==> src/rtl/pipe_hazard_ctrl.sv <==
// pipe_hazard_ctrl: decode/execute stall and flush sequencing with a per-register RAW countdown scoreboard
// Ports: clk_i, rst_i (async, active-high); dec_* decode instruction fields; dmem_busy_i, exe_branch_taken_i,
// exe_tlb_miss_i stall/flush sources; stall_core_o, kill_fet_dec_o, kill_dec_exe_o, exc_redirect_o, busy_o controls.
// Build option: PIPE_BYPASS_EN selects forwarding-path latencies instead of writeback latencies.
module pipe_hazard_ctrl #(
  parameter int MUL_LAT = 4
) (
  input  logic       clk_i,
  input  logic       rst_i,
  input  logic       dec_valid_i,
  input  logic [4:0] dec_src_a_i,
  input  logic [4:0] dec_src_b_i,
  input  logic       dec_use_a_i,
  input  logic       dec_use_b_i,
  input  logic [4:0] dec_write_addr_i,
  input  logic       dec_int_write_enable_i,
  input  logic [1:0] dec_lat_class_i,
  input  logic       dmem_busy_i,
  input  logic       exe_branch_taken_i,
  input  logic       exe_tlb_miss_i,
  output logic       stall_core_o,
  output logic       kill_fet_dec_o,
  output logic       kill_dec_exe_o,
  output logic       exc_redirect_o,
  output logic       busy_o
);
  typedef enum logic [1:0] {RUN, MEMW, EXC, REDIR} state_t;
`ifdef PIPE_BYPASS_EN
  localparam logic [3:0] L_ALU = 4'd0;
  localparam logic [3:0] L_LD  = 4'd1;
  localparam logic [3:0] L_MUL = 4'(MUL_LAT - 1);
`else
  localparam logic [3:0] L_ALU = 4'd3;
  localparam logic [3:0] L_LD  = 4'd3;
  localparam logic [3:0] L_MUL = 4'(MUL_LAT + 2);
`endif
  state_t     state_q, state_d;
  logic [3:0] cnt_q [32];
  logic [3:0] cnt_d [32];
  logic [3:0] lat;
  logic       hz, any_cnt, issue, stall, kfd, kde, redir;
  assign lat = dec_lat_class_i == 2'd1 ? L_LD : dec_lat_class_i == 2'd2 ? L_MUL : L_ALU;
  assign hz = dec_valid_i & ((dec_use_a_i & |cnt_q[dec_src_a_i]) | (dec_use_b_i & |cnt_q[dec_src_b_i]));
  assign issue = dec_valid_i & ~stall & ~kde & dec_int_write_enable_i & |dec_write_addr_i;
  always_comb begin
    any_cnt = 1'b0;
    for (int i = 1; i < 32; i++) any_cnt = any_cnt | (|cnt_q[i]);
  end
  // Entry 0 never loads (issue needs a nonzero address) so it stays zero from reset.
  always_comb begin
    for (int i = 0; i < 32; i++)
      cnt_d[i] = (issue && dec_write_addr_i == 5'(i)) ? lat : (|cnt_q[i] ? cnt_q[i] - 4'd1 : 4'd0);
  end
  always_comb begin
    state_d = state_q;
    stall = 1'b0;
    kfd = 1'b0;
    kde = 1'b0;
    redir = 1'b0;
    case (state_q)
      RUN: begin
        if (exe_tlb_miss_i) begin
          kfd = 1'b1;
          kde = 1'b1;
          state_d = EXC;
        end else if (exe_branch_taken_i) begin
          kfd = 1'b1;
          kde = 1'b1;
        end else if (dmem_busy_i) begin
          stall = 1'b1;
          state_d = MEMW;
        end else stall = hz;
      end
      MEMW: begin
        if (exe_tlb_miss_i) begin
          kfd = 1'b1;
          kde = 1'b1;
          state_d = EXC;
        end else if (dmem_busy_i) stall = 1'b1;
        else begin
          stall = hz;
          state_d = RUN;
        end
      end
      EXC: begin
        stall = 1'b1;
        kfd = 1'b1;
        kde = 1'b1;
        state_d = any_cnt ? EXC : REDIR;
      end
      REDIR: begin
        redir = 1'b1;
        kfd = 1'b1;
        kde = 1'b1;
        state_d = RUN;
      end
      default: state_d = RUN;
    endcase
  end
  always_ff @(posedge clk_i or posedge rst_i) begin
    if (rst_i) begin
      state_q <= RUN;
      cnt_q <= '{default: 4'd0};
    end else begin
      state_q <= state_d;
      cnt_q <= cnt_d;
    end
  end
  // Outputs are forced low for the whole time reset is held, regardless of inputs.
  assign stall_core_o = ~rst_i & stall;
  assign kill_fet_dec_o = ~rst_i & kfd;
  assign kill_dec_exe_o = ~rst_i & kde;
  assign exc_redirect_o = ~rst_i & redir;
  assign busy_o = ~rst_i & (state_q != RUN);
endmodule

==> config.mk <==
export PLATFORM = sky130hd
export DESIGN_NAME = pipe_hazard_ctrl
export DESIGN_NICKNAME = d
export VERILOG_FILES = /design/src/rtl/pipe_hazard_ctrl.sv
export SDC_FILE = /design/constraint.sdc
export NUM_CORES = 1
export LEC_CHECK = 0
export CAP_MARGIN = 20
export CORE_MARGIN = 8
export CORE_UTILIZATION = 62
export DETAILED_ROUTE_END_ITERATION = 10
export PLACE_DENSITY_LB_ADDON = 0.08
export REMOVE_ABC_BUFFERS = 1
export SLEW_MARGIN = 10
export SYNTH_ARGS = -nofsm -noshare
export SYNTH_HDL_FRONTEND = slang
export SYNTH_SLANG_ARGS = --single-unit
==> constraint.sdc <==
create_clock -name clk_i -period 6.3 [get_ports clk_i]
set_clock_uncertainty 0.05 [all_clocks]
set_input_delay 1.26 -clock clk_i [delete_from_list [all_inputs] [get_ports clk_i]]
set_output_delay 1.26 -clock clk_i [all_outputs]
set_load 0.02 [all_outputs]
==> out/metrics.yaml, run 1 <==
run_status:
  run_status: "complete, no violations"
timing:
  tns_ns: 0
  max_freq_ghz: 0.176
  fin_crit_sh: 0.900
  finalMaxSlewViolations: 0
  setup_violations: 0
  worst_slew_pin_slew_ns: 1.09
  slew-limit-headroom: 0.265
  finalCriticalPeriod_ns: 5.67
  finalHoldViolCount: 0
  rsz0062_at_grt: "no"
placement:
  portBuffers: 30
  place.gp.congestion: 0.876
  dp_hpwl_mm: 12.3
  place_inst: 897
cts:
  ctsResizeCount: 0
  cts_sinks: 130
  cts_tree: "built"
  post_cts.repair.setup_buffers: 0
  cts_root_buffer: "clkbuf_16"
  clkTransAtPathRegs_ns: 0.06
  clock_latency_ns: 0.42
  htreeDepth: 4
  cts_inserted_buffers: 17
  ctsHoldBuffers: 0
  cts_buffer_depth: 2
run:
  max_cap_viol_count: 0
global_routing:
  grt_pass1_wl_mm: 29.2
  grt_pass1_vias: 5816
  grt_use_total: 0.229
  grt.overflow.total: 0
  antenna_found_initial: 0
  grt_max_degree: 67
synth:
  synth.area.top_cells: "dfrtp_1 (43%), nand3_4 (6.0%), mux2i_1 (5.7%)"
  postSynthCellCount: 731
  ys.flop_type: "dfrtp_1"
  yosysSeqAreaShare: 0.430
  yosys_register_bits: 130
  synth_area_per_cell_sq_um: 10.3
  syn_area_sq_um: 7560
  ys_async_sr_fraction: 1.00
  yosys.area.top_type: "dfrtp_1"
  yosysTopAreaCellShare: 0.430
  synth_enable_flop_cells: 0
  synth_cell_types: 55
  yosysMostFrequentCell: "dfrtp_1"
  ys_warn_count: 0
  synth_common_cells: "dfrtp_1 (130), nor2_1 (111), a21oi_1 (56)"
drt:
  wl_mm: 17.6
  vias_per_cell: 6.35
  drt_iter0_markers: 508
  dr_total_vias: 5915
  remaining_drc_errors: 0
  wl_per_cell_microns: 18.9
  drtAntennaViolNets: 0
  dr.pass1.iters: 7
critical_path:
  cp_common_cell: "clkdlybuf4s50_1"
  worst-endpoint-arrival_ns: 4.36
  startpoint_type: "primary input"
  cpMaxStageDelayCell: "clkdlybuf4s50_1"
  cp-end-kind: "primary output"
  path_class: "in -> out"
  required_ns: 4.99
  worstPathCellList: "clkdlybuf4s50_1 > mux4_2 > nor2b_1 > o32ai_1 > or4_2 > and2_4 > a21oi_1 > clkdlybuf4s50_1"
  critPathMaxStageDelay_ns: 0.70
  cp_max_fo: 11
floorplan:
  die_w_microns: 126
  coreArea_sq_um: 12000
  start_util: 0.632
  ios: 31
  die_height_microns: 126
  dieArea_sq_um: 16000
  rows: 40
finish:
  layout-drive-gt1-share: 0.196
  fill_cells: 854
  nNetsFinal: 797
  diodes: 0
  syn_to_final_growth_pct: 14.6
  instances_no_fill: 931
pwr:
  powerDensity_nw_per_um2: 262
  totalPowerFinal_mw: 2.27
  ir_worst_vdd_mv: 0.233
  leakage_nw: 4.71
worst_hold_path:
  hp-class: "reg -> reg"
==> path summary, 6_finish.rpt <==
check | to | slack (ns) | cells past startpoint | startpoint
max in group asynchronous | cnt_q[29] | 4.18 | 3 | rst_i
min | cnt_q[21] | 0.44 | 2 | cnt_q[21]
max | stall_core_o | 0.63 | 8 | dec_src_a_i[0]
max reg2reg | cnt_q[120] | 2.55 | 8 | cnt_q[14]
min in group asynchronous | cnt_q[115] | 1.46 | 3 | rst_i
min reg2reg | cnt_q[21] | 0.44 | 2 | cnt_q[21]
==> per-stage QoR <==
| step | utilization | hold WS [ns] | setup WS, ns | instance area [sq um] |
|---|---|---|---|---|
| 4_1_cts | 0.724 | 0.444 | 0.627 | 8650 |
| 2_1_floorplan | - | 0.400 | 0.186 | 7390 |
| 5_1_grt | 0.724 | 0.463 | 0.433 | 8660 |
| 3_5_place_dp | 0.669 | 0.426 | 0.641 | 8000 |
| 3_3_place_gp | 0.669 | 0.416 | 0.644 | 8000 |
| 6_report | 0.724 | 0.438 | 0.633 | 8660 |
==> layer usage <==
layer | track usage | part of all wire
met1 | 0.292 | 0.45
met2 | 0.374 | 0.50
met3 | 0.0524 | 0.038
met4 | 0.0842 | 0.020
met5 | 0 | 0
==> area by class of cell <==
| type | count | area, sq um | share of cell area |
|---|---|---|---|
| well taps | 147 | 184 | 0.0212 |
| inverters | 6 | 25.0 | 0.00289 |
| multi-input cells | 568 | 4120 | 0.475 |
| clock inverters | 15 | 231 | 0.0267 |
| repair buffers | 48 | 430 | 0.0497 |
| clock buffers | 17 | 425 | 0.0491 |
| flip-flops and latches | 130 | 3250 | 0.375 |
==> cells in the final DEF, fill, tap and decap left out, drive strengths merged, types with 6 or more instances in the layout <==
cell / instances
clkinv: 6
nor2b: 9
mux2i: 43
nor3b: 31
nand4: 6
or4: 9
o211ai: 17
nand3: 43
clkbuf: 18
nand2: 43
mux4: 6
mux2: 30
inv: 8
nor2: 111
buf: 17
o211a: 30
nor3: 13
or2: 34
dfrtp: 130
a21oi: 56
nor4: 42
clkdlybuf4s50: 30
nand2b: 11
==> cell families (layout without fill, tap and decap cells) <==
kind of cell,count (synthesis),count (layout),share of synthesized area
mux,79,79,0.132
simple gates,359,359,0.289
compound gates,130,130,0.122
buf+inv,33,86,0.0265
flops,130,130,0.430
==> flip-flops by register name, summed over array words and instances, names as in the netlist <==
signal	cells
cnt_q	128
state_q	2
==> worst max-delay path, delay by kind of cell <==
kind                   cells  cell delay, ns
AND/OR/NAND/NOR            3            0.98
AO/OA/AOI/OAI              2            0.24
buffers and inverters      2            1.34
multiplexers               1            0.55
==> power by group <==
| part | internal, mW | leakage (nW) | switching, mW |
|---|---|---|---|
| logic | 0.125 | 2.59 | 0.174 |
| registers | 0.858 | 1.81 | 0.0228 |
| clock network | 0.706 | 0.314 | 0.381 |
Note: power is estimated with default switching activity, not from simulation.
==> run 2: changes to the inputs <==
- CORE_ASPECT_RATIO: unset -> 1.5
- clock period: 6.3 -> 5.7 ns (I/O delays scaled with it)
==> run 2 against run 1 <==
Die area up 0.46%. Largest power group unchanged. Sequential power rose by 11%. Via count rose by 1.0%. Clock power is essentially flat. Utilization fell by 0.22 points. Global-route usage up 1.2 points.
==> out/metrics.yaml, run 2 (synthesis results as in run 1) <==
drt:
  wl_per_cell_microns: 19.6  # +3.9%
  drt_iter0_markers: 391  # -23%
  drtAntennaViolNets: 0  # unchanged
  met2_length_mm: 9.44  # +8.3%
  vias_per_cell: 6.35  # about the same
  dr_total_vias: 5977  # +1.0%
  wl_met1_mm: 7.61  # -3.2%
  remaining_drc_errors: 0  # unchanged
  routed.top_layer: "met4"
  wl_mm: 18.5  # +5.0%
  dr.pass1.iters: 7  # unchanged
  wl_met3_microns: 842  # +26%
finish:
  instances_no_fill: 941  # +1.1%
  final_common_cell: "dfrtp_1"
  top_register: "cnt_q"
  nNetsFinal: 801  # +0.50%
  diodes: 0  # unchanged
  final_cell_mix: "dfrtp_1 (130), nor2_1 (111), a21oi_1 (56), nand2_1 (43), mux2i_1 (43)"
  fin_area_sq_um: 8630  # -0.36%
  layout-drive-gt1-share: 0.199  # +0.00281
  fill_cells: 856  # +0.23%
  largest_register_ffs: 128  # unchanged
  reg_top3: "cnt_q x128, state_q x2"
  syn_to_final_growth_pct: 14.1
floorplan:
  die_height_microns: 151  # +20%
  coreArea_sq_um: 12000  # about the same
  rows: 49  # +23%
  ios: 31  # unchanged
  start_util: 0.633  # about the same
  die_w_microns: 106  # -16%
  dieArea_sq_um: 16100  # +0.46%
critical_path:
  required_ns: 4.51  # -0.48 ns
  cp-end-kind: "primary output"
  cp_max_fo: 2  # -9
  worstPathCellList: "clkdlybuf4s50_1 > mux4_2 > nor2b_1 > o32ai_1 > or4_2 > and2_4 > a21oi_1 > clkdlybuf4s50_1"
  worst-endpoint-arrival_ns: 4.11  # -0.25 ns
  startpoint_type: "primary input"
  cpMaxStageDelayCell: "or4_2"
  cp_common_cell: "clkdlybuf4s50_1"
  r2r_cells: 8  # unchanged
  critPathMaxStageDelay_ns: 0.67  # -0.03 ns
  path_class: "in -> out"
global_routing:
  grt_use_total: 0.241  # +0.0117
  grt.overflow.total: 0  # unchanged
  grt_max_degree: 74  # +10%
  antenna_found_initial: 0  # unchanged
  grt_pass1_vias: 6037  # +3.8%
  grt_pass1_wl_mm: 30.5  # +4.3%
pwr:
  powerDensity_nw_per_um2: 276  # +5.5%
  ir_worst_vdd_mv: 0.251  # +7.3%
  leakage_nw: 4.70  # -0.31%
  totalPowerFinal_mw: 2.38  # +5.1%
worst_hold_path:
  hp-class: "reg -> reg"
  holdPathStages: 2  # unchanged
timing:
  finalHoldViolCount: 0  # unchanged
  worst_slew_pin_slew_ns: 1.16  # +0.0668 ns
  rsz0062_at_grt: "no"
  finalCriticalPeriod_ns: 5.30
  setup_violations: 0  # unchanged
  whs_ns: 0.451  # +0.0135 ns
  finalMaxSlewViolations: 0  # unchanged
  fin_crit_sh: 0.930
  max_freq_ghz: 0.189
  slew-limit-headroom: 0.221  # -0.0449
cts:
  cts_sinks: 130  # unchanged
  ctsHoldBuffers: 0  # unchanged
  cts_tree: "built"
  htreeDepth: 4  # unchanged
  post_cts.repair.setup_buffers: 0  # unchanged
  clock_latency_ns: 0.42  # about the same
  cts_buffer_depth: 2  # unchanged
  cts_root_buffer: "clkbuf_16"
  clkTransAtPathRegs_ns: 0.06  # about the same
  ctsResizeCount: 0  # unchanged
  cts_inserted_buffers: 17  # unchanged
run_status:
  run_status: "complete, no violations"
placement:
  dpl_cell_area_sq_um: 8050  # +0.66%
  portBuffers: 30  # unchanged
  place_inst: 909  # +1.3%
  dp_hpwl_mm: 13.2  # +7.0%
  place.gp.congestion: 0.896  # +2.3%
run:
  max_cap_viol_count: 0  # unchanged
[run 2: metal layers]
layer,up-vias,track usage
li1,2814,-
met2,169,0.414
met5,-,0
met3,46,0.0456
met1,2948,0.283
met4,0,0.118
[run 2: final cells by class]
| class | instances | area, sq um | share of cell area |
|---|---|---|---|
| Clock buffer | 18 | 429 | 0.0497 |
| Clock inverter | 14 | 154 | 0.0178 |
| Inverter | 6 | 25.0 | 0.00290 |
| Multi-Input combinational cell | 568 | 4120 | 0.477 |
| Sequential cell | 130 | 3250 | 0.377 |
| Tap cell | 153 | 191 | 0.0222 |
| Timing Repair Buffer | 52 | 465 | 0.0539 |
[run 2: power by group]
part	internal (mW)	total [mW]	switching, mW
sequential	0.948	0.974	0.0259
combinational	0.140	0.337	0.197
clock	0.648	1.07	0.423
[run 2: worst paths after layout]
| path | from | to | slack [ns] |
|---|---|---|---|
| setup / recovery | dec_src_a_i[0] | stall_core_o | 0.40 |
| max in group asynchronous | rst_i | cnt_q[36] | 3.28 |
| hold / removal | cnt_q[21] | cnt_q[21] | 0.45 |
| setup reg to reg | cnt_q[82] | cnt_q[120] | 1.80 |
| hold reg to reg | cnt_q[21] | cnt_q[21] | 0.45 |
| min in group asynchronous | rst_i | cnt_q[89] | 1.06 |
[run 2: critical path: cells and delay by family]
kind	cells	cell delay, ns
compound gates	2	0.30
mux	1	0.51
simple gates	3	0.98
buf+inv	2	1.18
[run 2: per-stage QoR]
step	setup TNS, ns	util	setup slack [ns]
2_1_floorplan	-0.174	-	-0.174
3_3_place_gp	0	0.673	0.492
3_5_place_dp	0	0.673	0.453
4_1_cts	0	0.722	0.427
5_1_grt	0	0.722	0.274
6_report	0	0.722	0.402
==> run 3: changes to the inputs <==
- SKIP_CTS_REPAIR_TIMING: unset -> 1
==> results of run 3 <==
No change in the layout: final DEF, timing and power equal those of run 2.
